`src/rtl/dpram_arbiter_if.sv`:
```
// Bus bundle for dpram_arbiter: two requesters (A/B) with separate
// write and read handshakes, plus the RAM-side port.
// The slave modport is the arbiter's view. The master modport is the
// view of the surrounding requesters and RAM.
interface dpram_arbiter_if #(
  parameter int WIDTH = 8,
  parameter int DEPTH = 16
);
  localparam int AW = (DEPTH > 1) ? $clog2(DEPTH) : 1;

  // Requester write side
  logic             WrReqA;
  logic             WrReqB;
  logic [AW-1:0]    WrAddrA;
  logic [AW-1:0]    WrAddrB;
  logic [WIDTH-1:0] WrDataA;
  logic [WIDTH-1:0] WrDataB;
  logic             WrGntA;
  logic             WrGntB;

  // Requester read side
  logic             RdReqA;
  logic             RdReqB;
  logic [AW-1:0]    RdAddrA;
  logic [AW-1:0]    RdAddrB;
  logic             RdGntA;
  logic             RdGntB;
  logic             RdValidA;
  logic             RdValidB;
  logic [WIDTH-1:0] RdDataA;
  logic [WIDTH-1:0] RdDataB;

  // RAM side (registered read, 1-cycle latency on Q)
  logic             WE;
  logic [AW-1:0]    WrAddress;
  logic [WIDTH-1:0] Data;
  logic [AW-1:0]    RdAddress;
  logic [WIDTH-1:0] Q;

  modport slave (
    input  WrReqA, WrReqB, WrAddrA, WrAddrB, WrDataA, WrDataB,
    output WrGntA, WrGntB,
    input  RdReqA, RdReqB, RdAddrA, RdAddrB,
    output RdGntA, RdGntB, RdValidA, RdValidB, RdDataA, RdDataB,
    output WE, WrAddress, Data, RdAddress,
    input  Q
  );

  modport master (
    output WrReqA, WrReqB, WrAddrA, WrAddrB, WrDataA, WrDataB,
    input  WrGntA, WrGntB,
    output RdReqA, RdReqB, RdAddrA, RdAddrB,
    input  RdGntA, RdGntB, RdValidA, RdValidB, RdDataA, RdDataB,
    input  WE, WrAddress, Data, RdAddress,
    output Q
  );
endinterface

```
`src/rtl/dpram_arbiter.sv`:
```
// dpram_arbiter: two-requester round-robin arbiter in front of a
// simple dual-port RAM that has a registered read.
// Writes and reads are arbitrated independently. Read data returns to
// the granted requester exactly two cycles after its grant.
// Optional feature: define DPRAM_ARBITER_BYPASS_EN so that a read and a
// write granted in the same cycle to the same address return the new
// write data instead of the RAM's old contents.
module dpram_arbiter #(
  parameter int WIDTH = 8,
  parameter int DEPTH = 16
) (
  input logic            Clock,
  input logic            Reset,
  dpram_arbiter_if.slave bus
);
  localparam int AW = (DEPTH > 1) ? $clog2(DEPTH) : 1;

  typedef enum logic {
    REQ_A = 1'b0,
    REQ_B = 1'b1
  } req_id_e;

  // Round-robin pick between two requesters, returned as {gnt_b, gnt_a}.
  // On contention the requester that was not granted last time wins.
  function automatic logic [1:0] rr_pick(input logic req_a, input logic req_b,
                                         input req_id_e last);
    logic [1:0] gnt;
    gnt = {req_b, req_a};
    if (req_a && req_b) begin
      gnt = (last == REQ_B) ? 2'b01 : 2'b10;
    end
    return gnt;
  endfunction

  // Priority state and read-return pipeline
  req_id_e          wr_last_q, wr_last_d;
  req_id_e          rd_last_q, rd_last_d;
  logic             tag_vld_p1_q, tag_vld_p1_d;
  req_id_e          tag_id_p1_q, tag_id_p1_d;
  logic             rd_vld_a_p2_q, rd_vld_a_p2_d;
  logic             rd_vld_b_p2_q, rd_vld_b_p2_d;
  logic [WIDTH-1:0] rd_data_a_p2_q, rd_data_a_p2_d;
  logic [WIDTH-1:0] rd_data_b_p2_q, rd_data_b_p2_d;
`ifdef DPRAM_ARBITER_BYPASS_EN
  logic             byp_hit_p1_q, byp_hit_p1_d;
  logic [WIDTH-1:0] byp_data_p1_q, byp_data_p1_d;
`endif

  logic [1:0]       wr_gnt;
  logic [1:0]       rd_gnt;
  logic [AW-1:0]    wr_addr;
  logic [WIDTH-1:0] wr_data;
  logic [AW-1:0]    rd_addr;
  logic [WIDTH-1:0] rd_word;

  // Combinational grants and RAM-side muxing; all grants are held off during reset
  always_comb begin
    wr_gnt  = 2'b00;
    rd_gnt  = 2'b00;
    if (!Reset) begin
      wr_gnt = rr_pick(bus.WrReqA, bus.WrReqB, wr_last_q);
      rd_gnt = rr_pick(bus.RdReqA, bus.RdReqB, rd_last_q);
    end
    wr_addr = wr_gnt[1] ? bus.WrAddrB : bus.WrAddrA;
    wr_data = wr_gnt[1] ? bus.WrDataB : bus.WrDataA;
    rd_addr = rd_gnt[1] ? bus.RdAddrB : bus.RdAddrA;
  end

  assign bus.WrGntA    = wr_gnt[0];
  assign bus.WrGntB    = wr_gnt[1];
  assign bus.RdGntA    = rd_gnt[0];
  assign bus.RdGntB    = rd_gnt[1];
  assign bus.WE        = |wr_gnt;
  assign bus.WrAddress = wr_addr;
  assign bus.Data      = wr_data;
  assign bus.RdAddress = rd_addr;
  assign bus.RdValidA  = rd_vld_a_p2_q;
  assign bus.RdValidB  = rd_vld_b_p2_q;
  assign bus.RdDataA   = rd_data_a_p2_q;
  assign bus.RdDataB   = rd_data_b_p2_q;

  // Next-state: priority updates, tag pipeline and per-requester read-data capture
  always_comb begin
    wr_last_d = wr_last_q;
    rd_last_d = rd_last_q;
    if (|wr_gnt) begin
      wr_last_d = wr_gnt[1] ? REQ_B : REQ_A;
    end
    if (|rd_gnt) begin
      rd_last_d = rd_gnt[1] ? REQ_B : REQ_A;
    end

    // p0 -> p1: the grant cycle tags the read that the RAM is now fetching
    tag_vld_p1_d = |rd_gnt;
    tag_id_p1_d  = rd_gnt[1] ? REQ_B : REQ_A;

`ifdef DPRAM_ARBITER_BYPASS_EN
    byp_hit_p1_d  = (|wr_gnt) && (|rd_gnt) && (wr_addr == rd_addr);
    byp_data_p1_d = wr_data;
    rd_word       = byp_hit_p1_q ? byp_data_p1_q : bus.Q;
`else
    rd_word       = bus.Q;
`endif

    // p1 -> p2: Q is valid now; steer it to the tagged requester, the other holds
    rd_vld_a_p2_d  = tag_vld_p1_q && (tag_id_p1_q == REQ_A);
    rd_vld_b_p2_d  = tag_vld_p1_q && (tag_id_p1_q == REQ_B);
    rd_data_a_p2_d = rd_vld_a_p2_d ? rd_word : rd_data_a_p2_q;
    rd_data_b_p2_d = rd_vld_b_p2_d ? rd_word : rd_data_b_p2_q;
  end

  // State registers; reset drops in-flight reads and clears returned data
  always_ff @(posedge Clock) begin
    if (Reset) begin
      wr_last_q      <= REQ_B;
      rd_last_q      <= REQ_B;
      tag_vld_p1_q   <= 1'b0;
      tag_id_p1_q    <= REQ_A;
      rd_vld_a_p2_q  <= 1'b0;
      rd_vld_b_p2_q  <= 1'b0;
      rd_data_a_p2_q <= '0;
      rd_data_b_p2_q <= '0;
`ifdef DPRAM_ARBITER_BYPASS_EN
      byp_hit_p1_q   <= 1'b0;
`endif
    end else begin
      wr_last_q      <= wr_last_d;
      rd_last_q      <= rd_last_d;
      tag_vld_p1_q   <= tag_vld_p1_d;
      tag_id_p1_q    <= tag_id_p1_d;
      rd_vld_a_p2_q  <= rd_vld_a_p2_d;
      rd_vld_b_p2_q  <= rd_vld_b_p2_d;
      rd_data_a_p2_q <= rd_data_a_p2_d;
      rd_data_b_p2_q <= rd_data_b_p2_d;
`ifdef DPRAM_ARBITER_BYPASS_EN
      byp_hit_p1_q   <= byp_hit_p1_d;
`endif
    end
  end

`ifdef DPRAM_ARBITER_BYPASS_EN
  // Bypass data is qualified by byp_hit_p1_q, so it needs no reset
  always_ff @(posedge Clock) begin
    byp_data_p1_q <= byp_data_p1_d;
  end
`endif

endmodule

```
`src/flat_wrapper.sv`:
```
// flat-port wrapper written by rule: the top's interface ports become plain ports
module dpram_arbiter_flat 
#(
  parameter int WIDTH = 8,
  parameter int DEPTH = 16
)
  (Clock, Reset, bus_WrReqA, bus_WrReqB, bus_WrAddrA, bus_WrAddrB, bus_WrDataA, bus_WrDataB, bus_WrGntA, bus_WrGntB, bus_RdReqA, bus_RdReqB, bus_RdAddrA, bus_RdAddrB, bus_RdGntA, bus_RdGntB, bus_RdValidA, bus_RdValidB, bus_RdDataA, bus_RdDataB, bus_WE, bus_WrAddress, bus_Data, bus_RdAddress, bus_Q);
  dpram_arbiter_if #(.WIDTH(WIDTH), .DEPTH(DEPTH)) bus_i ();
  input logic Clock;
  input logic Reset;
  input wire logic [$bits(bus_i.WrReqA)-1:0] bus_WrReqA;
  input wire logic [$bits(bus_i.WrReqB)-1:0] bus_WrReqB;
  input wire logic [$bits(bus_i.WrAddrA)-1:0] bus_WrAddrA;
  input wire logic [$bits(bus_i.WrAddrB)-1:0] bus_WrAddrB;
  input wire logic [$bits(bus_i.WrDataA)-1:0] bus_WrDataA;
  input wire logic [$bits(bus_i.WrDataB)-1:0] bus_WrDataB;
  output wire logic [$bits(bus_i.WrGntA)-1:0] bus_WrGntA;
  output wire logic [$bits(bus_i.WrGntB)-1:0] bus_WrGntB;
  input wire logic [$bits(bus_i.RdReqA)-1:0] bus_RdReqA;
  input wire logic [$bits(bus_i.RdReqB)-1:0] bus_RdReqB;
  input wire logic [$bits(bus_i.RdAddrA)-1:0] bus_RdAddrA;
  input wire logic [$bits(bus_i.RdAddrB)-1:0] bus_RdAddrB;
  output wire logic [$bits(bus_i.RdGntA)-1:0] bus_RdGntA;
  output wire logic [$bits(bus_i.RdGntB)-1:0] bus_RdGntB;
  output wire logic [$bits(bus_i.RdValidA)-1:0] bus_RdValidA;
  output wire logic [$bits(bus_i.RdValidB)-1:0] bus_RdValidB;
  output wire logic [$bits(bus_i.RdDataA)-1:0] bus_RdDataA;
  output wire logic [$bits(bus_i.RdDataB)-1:0] bus_RdDataB;
  output wire logic [$bits(bus_i.WE)-1:0] bus_WE;
  output wire logic [$bits(bus_i.WrAddress)-1:0] bus_WrAddress;
  output wire logic [$bits(bus_i.Data)-1:0] bus_Data;
  output wire logic [$bits(bus_i.RdAddress)-1:0] bus_RdAddress;
  input wire logic [$bits(bus_i.Q)-1:0] bus_Q;
  assign bus_i.WrReqA = bus_WrReqA;
  assign bus_i.WrReqB = bus_WrReqB;
  assign bus_i.WrAddrA = bus_WrAddrA;
  assign bus_i.WrAddrB = bus_WrAddrB;
  assign bus_i.WrDataA = bus_WrDataA;
  assign bus_i.WrDataB = bus_WrDataB;
  assign bus_WrGntA = bus_i.WrGntA;
  assign bus_WrGntB = bus_i.WrGntB;
  assign bus_i.RdReqA = bus_RdReqA;
  assign bus_i.RdReqB = bus_RdReqB;
  assign bus_i.RdAddrA = bus_RdAddrA;
  assign bus_i.RdAddrB = bus_RdAddrB;
  assign bus_RdGntA = bus_i.RdGntA;
  assign bus_RdGntB = bus_i.RdGntB;
  assign bus_RdValidA = bus_i.RdValidA;
  assign bus_RdValidB = bus_i.RdValidB;
  assign bus_RdDataA = bus_i.RdDataA;
  assign bus_RdDataB = bus_i.RdDataB;
  assign bus_WE = bus_i.WE;
  assign bus_WrAddress = bus_i.WrAddress;
  assign bus_Data = bus_i.Data;
  assign bus_RdAddress = bus_i.RdAddress;
  assign bus_i.Q = bus_Q;
  dpram_arbiter #(.WIDTH(WIDTH), .DEPTH(DEPTH)) u_core (.Clock(Clock), .Reset(Reset), .bus(bus_i));
endmodule
```
`config.mk`:
```
export PLATFORM = sky130hd
export DESIGN_NAME = dpram_arbiter_flat
export DESIGN_NICKNAME = d
export VERILOG_FILES = /design/src/rtl/dpram_arbiter_if.sv /design/src/rtl/dpram_arbiter.sv /design/src/flat_wrapper.sv
export SDC_FILE = /design/constraint.sdc
export NUM_CORES = 1
export LEC_CHECK = 0
export ABC_AREA = 1
export CAP_MARGIN = 25
export CORE_ASPECT_RATIO = 0.5
export CORE_MARGIN = 3
export CORE_UTILIZATION = 25
export DETAILED_ROUTE_END_ITERATION = 8
export SLEW_MARGIN = 20
export SYNTH_ARGS = -nofsm -noshare
export SYNTH_HDL_FRONTEND = slang
export SYNTH_SLANG_ARGS = --single-unit
```
`constraint.sdc`:
```
create_clock -name Clock -period 1.19 [get_ports Clock]
set_input_delay 0.119 -clock Clock [delete_from_list [all_inputs] [get_ports Clock]]
set_output_delay 0.119 -clock Clock [all_outputs]
set_load 0.005 [all_outputs]
```
==> metrics <==
status=complete, but fails checks; failing checks=setup timing; met1 Use GR=15.8%; Hold Vio Cnt, Final=0; Worst-path clk slew=70 ps; via-per-instance ratio=4.47; Vias=1480; num rows=16; Slowest-stage cell, CP=dfxtp_2; R2R setup slack=210 ps; HPWL Detailed=2.91 mm; Worst Path Max Fanout=4; layout cell share with drive strength beyond 1=32.9%; share of the yosys chip area belonging to registers=38.2%; Detailed Route Iter0 Violations=18; most frequent cells in the layout=clkdlybuf4s50_1 (40), nand2_1 (36), dlygate4sd2_1 (22); gr busiest metal=met2; DRC viols=0; first-pass GRT wire length=6.20 mm; I/O Pins=85; Avg Inst Size Synth=6.79 um2; Max Clk Rate=760 MHz; starting density of the core=27.7%; die area=5520 um2; leading area contributor after synthesis=dfxtp_1; final RePlAce weighted congestion=0.775; Yosys cell types=17; Req. time, crit path=1070 ps; Seq cells post-synth=22; RSZ-0062 raised after global routing=yes; ordered list of cells on the worst path=nand2_4, nand3_4, buf_12, nand2_2, nand2_1, buf_2; # port buffers=84; Area Overhead vs Synth=103%; Final Util=56.2%; Sink Count=22; worst path bufs/invs=2; WHS Path Cells=3; # fillers=421; Routed WL per cell=11.5 um; clk root buf=clkbuf_8; Mapped Nets=216; Synth async-reset ratio=0%; reg-to-reg endpoint=u_core.bus.RdDataB[4]; Synthesis Warnings=0; Worst VDD drop=0.342 mV; largest net degree at the start of global routing=19; fin nets=325; Slew Viols, Final=0; CTS Hold Bufs=0; Routed Antenna Nets=0; Design Power=1.93 mW; Min Hold Slack=394 ps; cells after synthesis=170; Clock Tree Buf Depth=2; die width=102 um; Hold Path Sink=u_core.rd_last_q; R2R depth=4; setup ws final=-125 ps; Post-synth EDFFs=0; slowest cell delay on critical path=340 ps; Pleak=1.19 nW; initial antenna violation count=0; overall routing resource usage=14.3%; max_slew headroom=76.1%; DP Cell Count=315; Final min period=1320 ps; Clock Latency Late Sink=260 ps; final setup fails=17; RR Startpoint=u_core.tag_id_p1_q; Hold WC Path Type=in2reg; CTS tree=done; vias in the first global route=1458; top post-synthesis cells by area=dfxtp_1 (38%), nand2_1 (17%), nand4_1 (8.7%); final cell count without fillers=331; worst setup path category=reg2out; GRT overflow=0; WL final=3.80 mm; Arr. time, crit path=1200 ps; Chip Height=54.0 um; Post-Syn Area=1150 um2; GRT met2 Usage=26.0%; met3 usage=4.53%; CP startpoint kind=flop; most common cell after layout, fill and taps aside=clkdlybuf4s50_1; prevailing post-synth register cell=dfxtp_1; final period utilization=111%; CTS H-tree depth=1; TritonRoute pass-1 iters=4; crit end category=output port; Top Family by Delay on Critical Path=flip-flops; total CTS buffers=3; Least-Margin Pin Slew=358 ps; Diodes inserted=0; hold_sp=bus_RdReqA; pwr/cell area=824 nW/um2; area share of the largest cell type after synthesis=38.2%; CORE AREA=4160 um2; max-cap violation count=0; Clock Skews=2.02 ps
## kinds of logic after synthesis
| logic type | Yosys count | synth area share [%] |
|---|---|---|
| DFF | 22 | 38.2 |
| AOI/OAI and AO/OA | 10 | 4.77 |
| and+or+nand+nor | 110 | 43.9 |
| buffers and inverters | 28 | 13.1 |
## metal layers
| metal | wire length [um] | part of all wire [%] | vias to the layer above |
|---|---|---|---|
| li1 | - | - | 772 |
| met2 | 1820 | 48 | 52 |
| met3 | 306 | 8.0 | 8 |
| met1 | 1610 | 42 | 648 |
| met4 | 73 | 1.9 | 0 |
| met5 | 0 | 0 | - |
## how the worst max path moves through the flow
stage	startpoint	end	slack [ps]	cells after the start
floorplan	u_core.wr_last_q	bus_Data[2]	350	5
global placement	Reset	bus_WE	-540	5
detailed placement	Reset	bus_WE	-560	5
CTS	u_core.wr_last_q	bus_Data[6]	-180	5
global route	u_core.wr_last_q	bus_WrAddress[3]	-200	6
finish	u_core.wr_last_q	bus_WrAddress[3]	-130	6
## flip-flops by register name (all words and copies together), names as in the netlist
register,flops
u_core.bus.RdDataA,8
u_core.bus.RdDataB,8
u_core.bus.RdValidA,1
u_core.bus.RdValidB,1
u_core.rd_last_q,1
u_core.tag_id_p1_q,1
u_core.tag_vld_p1_q,1
u_core.wr_last_q,1
## layout make-up
cell class                 count  area [um2]  area share, %
clock buffer                   3        41.3           1.77
sequential                    22         448           19.2
tap                           54        67.6           2.89
timing repair buffer         113        1040           44.6
multi-input combinational    121         669           28.6
inverter                      18        70.1           3.00
## power by group
part,switching (mW),internal [mW]
Sequential,0.0260,0.784
Combinational,0.278,0.392
Clock,0.221,0.226
## Yosys cell counts, types with 2 or more instances
library cell  number
buf_6              5
o211ai_1           2
buf_2              4
inv_2              2
inv_1             16
nor2_1            17
nand2_1           53
a21oi_1            8
nand4_1           16
dfxtp_1           22
nand3_1           18
nand3_2            2
## worst min-delay path, delay by kind of cell
kind	cells	cell delay [ps]
AO/OA/AOI/OAI	1	90
buffers and inverters	2	400
## what timing repair did
action / 4_1_cts / 5_1_grt
gates resized for setup: 137 / 22
setup buffers: 12 / 2
endpoints found under the hold margin: 0 / 0
setup endpoints to repair: 38 / 22
pin swaps: 13 / 8
gates cloned: 1 / 0
## stage by stage
step	TNS [ps]	area [um2]	worst slack, ps
2_1_floorplan	0	1150	350
3_3_place_gp	-10330	2140	-540
3_5_place_dp	-10590	2140	-558
4_1_cts	-1920	2300	-178
5_1_grt	-2550	2340	-197
6_report	-1380	2340	-125
Power figures use the tool's default switching activity.
